## src/rtl/sample_loader_pkg.sv

```systemverilog
// Shared types and sizes for the sample loader and the forward network.
// Exports data_type, default L1/L4 depths, word width and the loader FSM enum.
package sample_loader_pkg;

    localparam int DATA_W = 32;
    localparam int L1_DEF = 4;
    localparam int L4_DEF = 1;

    typedef logic signed [DATA_W-1:0] data_type;

    typedef enum logic [1:0] {
        FILL  = 2'd0,
        WAIT  = 2'd1,
        DRAIN = 2'd2
    } state_e;

endpackage

```

## src/rtl/sample_loader_if.sv

```systemverilog
// Stream handshake bundle feeding the sample loader.
// Ports: s_tdata/s_tvalid/s_tlast from source, s_tready back from loader.
interface sample_loader_if #(
    parameter int DW = 32
) ();

    logic [DW-1:0] s_tdata;
    logic          s_tvalid;
    logic          s_tready;
    logic          s_tlast;

    modport master (
        output s_tdata,
        output s_tvalid,
        output s_tlast,
        input  s_tready
    );

    modport slave (
        input  s_tdata,
        input  s_tvalid,
        input  s_tlast,
        output s_tready
    );

endinterface

```

## src/rtl/sample_buffer.sv

```systemverilog
// One sample worth of words: indexed single-word write or whole-array copy.
// Ports: clk, reset (sync, active-low), we/widx/wdata, cp/cdata, q (contents).
module sample_buffer #(
    parameter int N  = 5,
    parameter int DW = 32,
    parameter int IW = 3
) (
    input  logic          clk,
    input  logic          reset,
    input  logic          we,
    input  logic [IW-1:0] widx,
    input  logic [DW-1:0] wdata,
    input  logic          cp,
    input  logic [DW-1:0] cdata [N],
    output logic [DW-1:0] q     [N]
);

    logic [DW-1:0] mem_q [N];
    logic [DW-1:0] mem_d [N];

    always_comb begin
        mem_d = mem_q;
        if (cp) mem_d = cdata;
        if (we) mem_d[widx] = wdata;
    end

    always_ff @(posedge clk) begin
        if (!reset) begin
            for (int i = 0; i < N; i++) mem_q[i] <= '0;
        end else begin
            mem_q <= mem_d;
        end
    end

    assign q = mem_q;

endmodule

```

## src/rtl/sample_loader.sv

```systemverilog
// Collects L1+L4 stream words into a fill buffer and presents them on a1/y.
// Ports: clk, reset (sync, active-low), s (stream slave), a1, y, sample_valid, sample_ack, err_len.
module sample_loader
    import sample_loader_pkg::*;
#(
    parameter int L1 = L1_DEF,
    parameter int L4 = L4_DEF,
    parameter int DW = DATA_W
) (
    input  logic                 clk,
    input  logic                 reset,
    sample_loader_if.slave       s,
    output logic signed [DW-1:0] a1 [L1],
    output logic signed [DW-1:0] y  [L4],
    output logic                 sample_valid,
    input  logic                 sample_ack,
    output logic                 err_len
);

    localparam int N  = L1 + L4;
    localparam int IW = (N > 1) ? $clog2(N) : 1;
    localparam logic [IW-1:0] LAST = IW'(N - 1);

    state_e        state_q, state_d;
    logic [IW-1:0] idx_q, idx_d;
    logic          sv_q, sv_d;
    logic          err_q, err_d;
    logic          cp_q, cp_d;

    logic          acc;
    logic          fill_we;
    logic          hold_cp;
    logic          hold_full;
    logic [DW-1:0] fill_v [N];
    logic [DW-1:0] hold_v [N];
    logic [DW-1:0] zero_v [N];

    assign zero_v = '{default: '0};

    always_ff @(posedge clk) begin
        if (!reset) begin
            state_q <= FILL;
            idx_q   <= '0;
            sv_q    <= 1'b0;
            err_q   <= 1'b0;
            cp_q    <= 1'b0;
        end else begin
            state_q <= state_d;
            idx_q   <= idx_d;
            sv_q    <= sv_d;
            err_q   <= err_d;
            cp_q    <= cp_d;
        end
    end

    // cp_q marks a completed fill whose copy into hold happens this cycle.
    always_comb begin
        state_d   = state_q;
        idx_d     = idx_q;
        sv_d      = sv_q;
        err_d     = err_q;
        cp_d      = 1'b0;
        hold_full = sv_q | cp_q;
        if (sample_ack && sv_q) sv_d = 1'b0;
        unique case (state_q)
            FILL: begin
                if (acc) begin
                    if (idx_q == LAST) begin
                        idx_d = '0;
                        if (s.s_tlast) begin
                            if (!hold_full || (sample_ack && sv_q)) cp_d = 1'b1;
                            else state_d = WAIT;
                        end else begin
                            err_d   = 1'b1;
                            state_d = DRAIN;
                        end
                    end else if (s.s_tlast) begin
                        err_d = 1'b1;
                        idx_d = '0;
                    end else begin
                        idx_d = idx_q + 1'b1;
                    end
                end
            end
            WAIT: begin
                if (sample_ack) state_d = FILL;
            end
            DRAIN: begin
                if (acc && s.s_tlast) state_d = FILL;
            end
            default: state_d = FILL;
        endcase
        if (hold_cp) sv_d = 1'b1;
    end

    always_comb begin
        s.s_tready = reset && (state_q != WAIT);
        acc        = s.s_tvalid && s.s_tready;
        fill_we    = acc && (state_q == FILL);
        hold_cp    = cp_q || ((state_q == WAIT) && sample_ack);
    end

    sample_buffer #(.N(N), .DW(DW), .IW(IW)) u_fill (
        .clk   (clk),
        .reset (reset),
        .we    (fill_we),
        .widx  (idx_q),
        .wdata (s.s_tdata),
        .cp    (1'b0),
        .cdata (zero_v),
        .q     (fill_v)
    );

    sample_buffer #(.N(N), .DW(DW), .IW(IW)) u_hold (
        .clk   (clk),
        .reset (reset),
        .we    (1'b0),
        .widx  ('0),
        .wdata ('0),
        .cp    (hold_cp),
        .cdata (fill_v),
        .q     (hold_v)
    );

    always_comb begin
        for (int i = 0; i < L1; i++) a1[i] = hold_v[i];
        for (int j = 0; j < L4; j++) y[j] = hold_v[L1 + j];
    end

    assign sample_valid = sv_q;
    assign err_len      = err_q;

endmodule
```

## src/flat_wrapper.sv

```systemverilog
// flat-port wrapper written by rule: the top's interface ports become plain ports
module sample_loader_flat import sample_loader_pkg::*;
#(
    parameter int L1 = L1_DEF,
    parameter int L4 = L4_DEF,
    parameter int DW = DATA_W
)
  (clk, reset, a1, y, sample_valid, sample_ack, err_len, s_s_tdata, s_s_tvalid, s_s_tlast, s_s_tready);
  sample_loader_if #(.DW(DW)) s_i ();
  input  logic clk;
  input  logic reset;
  output logic signed [DW-1:0] a1[L1];
  output logic signed [DW-1:0] y[L4];
  output logic sample_valid;
  input  logic sample_ack;
  output logic err_len;
  input wire logic [$bits(s_i.s_tdata)-1:0] s_s_tdata;
  input wire logic [$bits(s_i.s_tvalid)-1:0] s_s_tvalid;
  input wire logic [$bits(s_i.s_tlast)-1:0] s_s_tlast;
  output wire logic [$bits(s_i.s_tready)-1:0] s_s_tready;
  assign s_i.s_tdata = s_s_tdata;
  assign s_i.s_tvalid = s_s_tvalid;
  assign s_i.s_tlast = s_s_tlast;
  assign s_s_tready = s_i.s_tready;
  sample_loader #(.L1(L1), .L4(L4), .DW(DW)) u_core (.clk(clk), .reset(reset), .s(s_i), .a1(a1), .y(y), .sample_valid(sample_valid), .sample_ack(sample_ack), .err_len(err_len));
endmodule
```

## config.mk

```make
export PLATFORM = sky130hd
export DESIGN_NAME = sample_loader_flat
export DESIGN_NICKNAME = d
export VERILOG_FILES = /design/src/rtl/sample_loader_pkg.sv /design/src/rtl/sample_loader_if.sv /design/src/rtl/sample_buffer.sv /design/src/rtl/sample_loader.sv /design/src/flat_wrapper.sv
export SDC_FILE = /design/constraint.sdc
export NUM_CORES = 1
export LEC_CHECK = 0
export ABC_AREA = 1
export BUFFER_PORTS_ARGS = -buffer_cell sky130_fd_sc_hd__buf_2
export CAP_MARGIN = 20
export CORE_UTILIZATION = 50
export CTS_CLUSTER_DIAMETER = 100
export DETAILED_ROUTE_END_ITERATION = 8
export GPL_ROUTABILITY_DRIVEN = 0
export MAX_ROUTING_LAYER = met4
export PLACE_DENSITY = 0.71
export SKIP_LAST_GASP = 1
export SLEW_MARGIN = 20
export SYNTH_ARGS = -nofsm -noshare
export SYNTH_HDL_FRONTEND = slang
export SYNTH_SLANG_ARGS = --single-unit
```

## constraint.sdc

```tcl
create_clock -name clk -period 1.6 [get_ports clk]
set_clock_uncertainty 0.05 [all_clocks]
set_input_delay 0.32 -clock clk [delete_from_list [all_inputs] [get_ports clk]]
set_output_delay 0.32 -clock clk [all_outputs]
set_load 0.1 [all_outputs]
```

* Word level (Yosys, flattened, before mapping)
Index checks and enable logic that the tools add are counted. W data, S select, Z words.
Operators by class: add/subtract/negate cells 1, order comparisons 2, equality and inequality tests 10, multiplexer cells 18, bitwise gates (word level) 2, reduce and logical (&&, ||, !) cells 17
Operator list (number):
- $bwmux W160 | 1
- $demux W32 S3 | 1
- $mux W32 | 1
- $mux W2 | 6
- $reduce_and A5 Y1 | 2
- $ne A2 B1 Y1 const B | 4
- $logic_and A1 B1 Y1 | 7
- $mux W1 | 6
- $mux W3 | 2
- $pmux W2 S3 | 1
- $ge A4 B4 Y1 const B | 1
- $lt A4 B1 Y1 const B | 1
- $ne A2 B2 Y1 const B | 2
- $not A3 Y4 | 1
- $reduce_and A4 Y1 | 1
- $reduce_bool A2 Y1 | 2
- $add A3 B1 Y3 const B | 1
- $eq A3 B3 Y1 const B | 1
- $ne A3 B3 Y1 const B | 1
- $eq A2 B1 Y1 const B | 1
- $eq A2 B2 Y1 const B | 1
- $logic_not A2 Y1 | 1
- $logic_or A1 B1 Y1 | 2
- $reduce_and A2 Y1 | 1
- 2 further kinds | 2
Word-level totals: bits in registers 328, input port bits 37, output and inout port bits 163, logic and storage cells 65

* Depth between registers and ports, before layout
depth after elaboration 8, depth in mapped cells 10, gate-level depth less buffers 10

* Hierarchy
Synthesis repeated with hierarchy kept, for this count alone.
Second synthesis, totals: cells, all modules 3471, area, all modules 19232.2 µm²
Modules (own cells, without submodules):
- sample_buffer | instances 2, cells each 1698, area each 9360.2 µm², sequential area each 3203.1 µm²
- sample_loader | instances 1, cells each 75, area each 511.7 µm², sequential area each 160.2 µm²

* Worst setup path before layout
Ideal clock, no wire load.
path kind flip-flop to output port, start register u_core.state_q[0], end output port s_s_tready, data arrival time 1691 ps, data required time 1230 ps, path slack -461 ps, cell stages (with the launch flop) 4, buffers on the path 0, cells stage by stage dfxtp_1 -> inv_1 -> nor2_2 -> nor2_1
Between the ends: cells in the longest elaborated chain, start to end 2
Ends and longest elaborated chain:
- from (decl) | line sample_loader.sv:24 | state_e state_q, state_d;
- from (signal assigned) | line sample_loader.sv:48 | state_q <= state_d;
- $ne A2 B1 Y1 | line sample_loader.sv:97 | s.s_tready = reset && (state_q != WAIT);
- $logic_and A1 B1 Y1 | line sample_loader.sv:97
- to (decl) | line flat_wrapper.sv:20 | output wire logic [$bits(s_i.s_tready)-1:0] s_s_tready;
No other way between the ends.

* Worst setup path after layout
start register u_core.state_q[0], end register u_core.u_fill.mem_q (netlist bit u_core.u_fill.q[128])
Between the ends: cells in the longest elaborated chain, start to end 4, elaborated cells on any way between the ends 5, those cells by class eq/ne: 1; reduce/logical: 4
Ends and longest elaborated chain:
- $ne A2 B1 Y1 | line sample_loader.sv:97
- $logic_and A1 B1 Y1 | line sample_loader.sv:97
- $logic_and A1 B1 Y1 | line sample_loader.sv:98 | acc = s.s_tvalid && s.s_tready;
- $logic_and A1 B1 Y1 (*) | line sample_loader.sv:99 | fill_we = acc && (state_q == FILL);
- to (signal assigned) | line sample_buffer.sv:31 | mem_q <= mem_d;
- to (decl) | line sample_buffer.sv:18 | logic [DW-1:0] mem_q [N];
Every way passes the cells marked *; elsewhere a longest branch is shown, timed or not. A chain may end at the register's enable or synchronous reset.

==> summary.md <==
| Metric | Value |
|---|---|
| GRT Residual Overflow | 0 |
| WHS | between 30 and 40 ps |
| Worst setup path category | flip-flop to flip-flop |
| Final Cell Area | about 16,000 sq um |
| Crit path DAT | between 2000 and 2500 ps |
| Antenna violations before repair | 0 |
| Via density | approximately 5.6 |
| Failing checks | setup timing |
| Worst-path clk slew | 70 ps |
| IO buf count | between 150 and 200 |
| Clock latency on the worst-skew pair | 560 ps |
| CTS root buf | clkbuf_16 |
| Met2 WL post-DR | 17,000 um |
| 1st-pass router iterations | 7 |
| Vias in the first global route | about 10,000 |
| Fin worst setup slack | -189 ps |
| Diode count | 0 |
| Vias | 11,250 |
| Initial Utilization | between 50% and 60% |
| 1st-iter DRT viols | about 1,200 |
| H-Tree Depth | 1 |
| Slew Limit Fails | 0 |
| DR WL met3 | around 3100 um |
| Dpl hpwl | roughly 21,000 um |
| Layout Nets | roughly 1,700 |
| Run status | finished with violations |
| TritonCTS sink count | approximately 330 |
| Worst slew pin tran | 450 ps |
| Worst Setup End Kind | flip-flop |
| Clk buf depth | 3 |
| Dpl cells | 1,934 |
| DRC Markers | 0 |
| Synth cell types | 21 |
| Largest net degree at the start of global routing | between 100 and 150 |
| Tot Pwr | roughly 17 mW |
| I/O pin total | 200 |
| Yosys Warn Count | 0 |
| Syn_area_per_cell | just under 8 sq um |
| Normalized max-slew margin | ~70% |
| Full die area | approximately 24,000 sq um |
| Startpoint Class | flip-flop |
| Syn Inst Count | approximately 1,500 |
| Total Wirelength | approximately 38,000 um |
| Worst path required time | 2050 ps |
| Peak Freq | ~560 MHz |
| Die Ht | 155 um |
| Most frequent cells in the layout | nor2_1, dfxtp_1, o21ai_0, buf_4, nor3_1 |
| Power Dens Cells | approximately 1100 nW/um^2 |
| Layout cell share with drive strength beyond 1 | approximately 24% |
| Cell area after placement | approximately 13,000 sq um |
| Min-Delay Path Class | input pin to flip-flop |
| Unrepaired setup endpoints after global routing | yes |
| Rows | 55 |
| Synth Register Bits | 328 |
| CTS buffer count | 31 |
| Antenna-violating nets left | 0 |
| Post-synthesis cell area | ~12,000 sq um |
| Final setup vio count | around 170 |
| Max Cap Viol | 0 |
| Leakage Power | about 7 nW |
| Sequential area share after synthesis | around 56% |
| RR Startpoint | u_core.state_q[0]$_SDFFE_PN0P_ |
| Gr usage total | 30.8% |
| Non-Filler Instances | 2,016 |
| Hold Fails Final Rpt | 0 |
| Top routing layer used | met4 |
| Final worst path period need | 1790 ps |
| First-pass GRT wire length | between 50,000 and 60,000 um |
| Critical-path maximum fanout | 6 |
| CTS Hold Bufs | 0 |
| CTS tree | yes |
| Final period utilization | 112% |
| CORE AREA | roughly 23,000 sq um |
| Crit path launch | u_core.state_q[0]$_SDFFE_PN0P_ |
| Commonest non-fill, non-tap cell in the layout | nor2_1 |
| Wire per inst | 18.8 um |
| Area grow syn2layout | 33.5% |
| Die Wd | ~150 um |
| WL met1 | approximately 16,000 um |
| Hold Crit Start | s_s_tlast |
| R2R Setup Slk | -190 ps |
| VDD IR max | between 0.0008 and 0.0009 V |
| Post-Syn Nets | ~1,500 |
## per-layer routing
metal  vias to the layer above  global-route usage [%]
li1                       5298                       -
met4                         0                    15.7
met5                         -                       -
met3                       118                    4.37
met2                       541                    45.8
met1                      5293                    40.8
## power by group
part | total [mW] | internal [mW] | leakage (nW) | switching [mW]
registers | 8.38 | 8.30 | 2.65 | 0.0812
clock network | 7.92 | 4.83 | 0.554 | 3.09
logic | 1.06 | 0.308 | 3.96 | 0.750
## cells by family after synthesis
logic type | after synthesis | synth area share, %
flip-flops | 328 | 56.3
AO/OA/AOI/OAI | 327 | 14.1
buffers and inverters | 137 | 4.98
adder cells (fa/ha/maj) | 2 | 0.215
AND/OR/NAND/NOR | 692 | 24.4
## cell type report
cell class | count | area [sq um]
clock inverter | 11 | 183
multi-input combinational | 1021 | 4870
inverter | 19 | 78.8
timing repair buffer | 280 | 2540
clock buffer | 44 | 935
sequential | 328 | 6570
fill | 1770 | 7210
tap | 313 | 392
## worst paths after layout
path / to / cells after the start
max reg2reg: u_core.u_fill.q[128]$_SDFFE_PN0P_ / 12
min reg2reg: u_core.err_len$_SDFFE_PN0P_ / 2
max: u_core.u_fill.q[128]$_SDFFE_PN0P_ / 12
min: u_core.cp_q$_SDFF_PN0_ / 3
## synth_stat cells
library cell | n | share of area, %
nand2_1 | 22 | 0.71
o21ai_1 | 26 | 1.1
inv_1 | 17 | 0.55
nor3_1 | 160 | 6.9
dfxtp_1 | 328 | 56
a21oi_1 | 3 | 0.13
nand3_1 | 6 | 0.26
clkbuf_1 | 65 | 2.1
nor3_2 | 1 | 0.086
ha_1 | 2 | 0.21
nand4_1 | 3 | 0.16
inv_2 | 2 | 0.064
nand2_4 | 1 | 0.097
buf_2 | 53 | 2.3
nand2_2 | 1 | 0.054
a31oi_1 | 1 | 0.054
nor2_2 | 6 | 0.32
a211oi_1 | 1 | 0.064
nor4_1 | 1 | 0.054
nor2_1 | 491 | 16
o21ai_0 | 296 | 13
## through the flow
stage               setup slack (ps)  setup TNS [ps]  util, %
finish                          -189          -15940     68.4
floorplan                       11.9               0        -
detailed placement             -26.1            -208     57.8
global placement               -10.1           -18.3     57.8
CTS                             -161          -13470     66.6
global route                    -291          -35210     68.4
## flip-flops by register name, indices dropped and copies added, names as in the netlist
signal	count
u_core.idx_q	3
u_core.u_fill.q	160
u_core.u_hold.q	160
u_core.err_len	1
u_core.state_q	2
u_core.cp_q	1
u_core.sample_valid	1
## repair_timing
item,CTS,global route
pin swaps,9,48
gates resized for setup,224,120
cloned,7,8
setup endpoints to repair,212,246
setup buffers,12,8
## critical path: stages, from the launching register on
cell       delay (ps)
dfxtp_2           320
inv_2              50
nor2_2             40
buf_6             110
nor3_4            170
buf_6             140
nand2_8            80
buf_12            150
nor2_4            140
buf_4             150
clkbuf_16         140
o21ai_0            70
nor2_1            110
No activity file was read; power rests on OpenSTA's default activity.
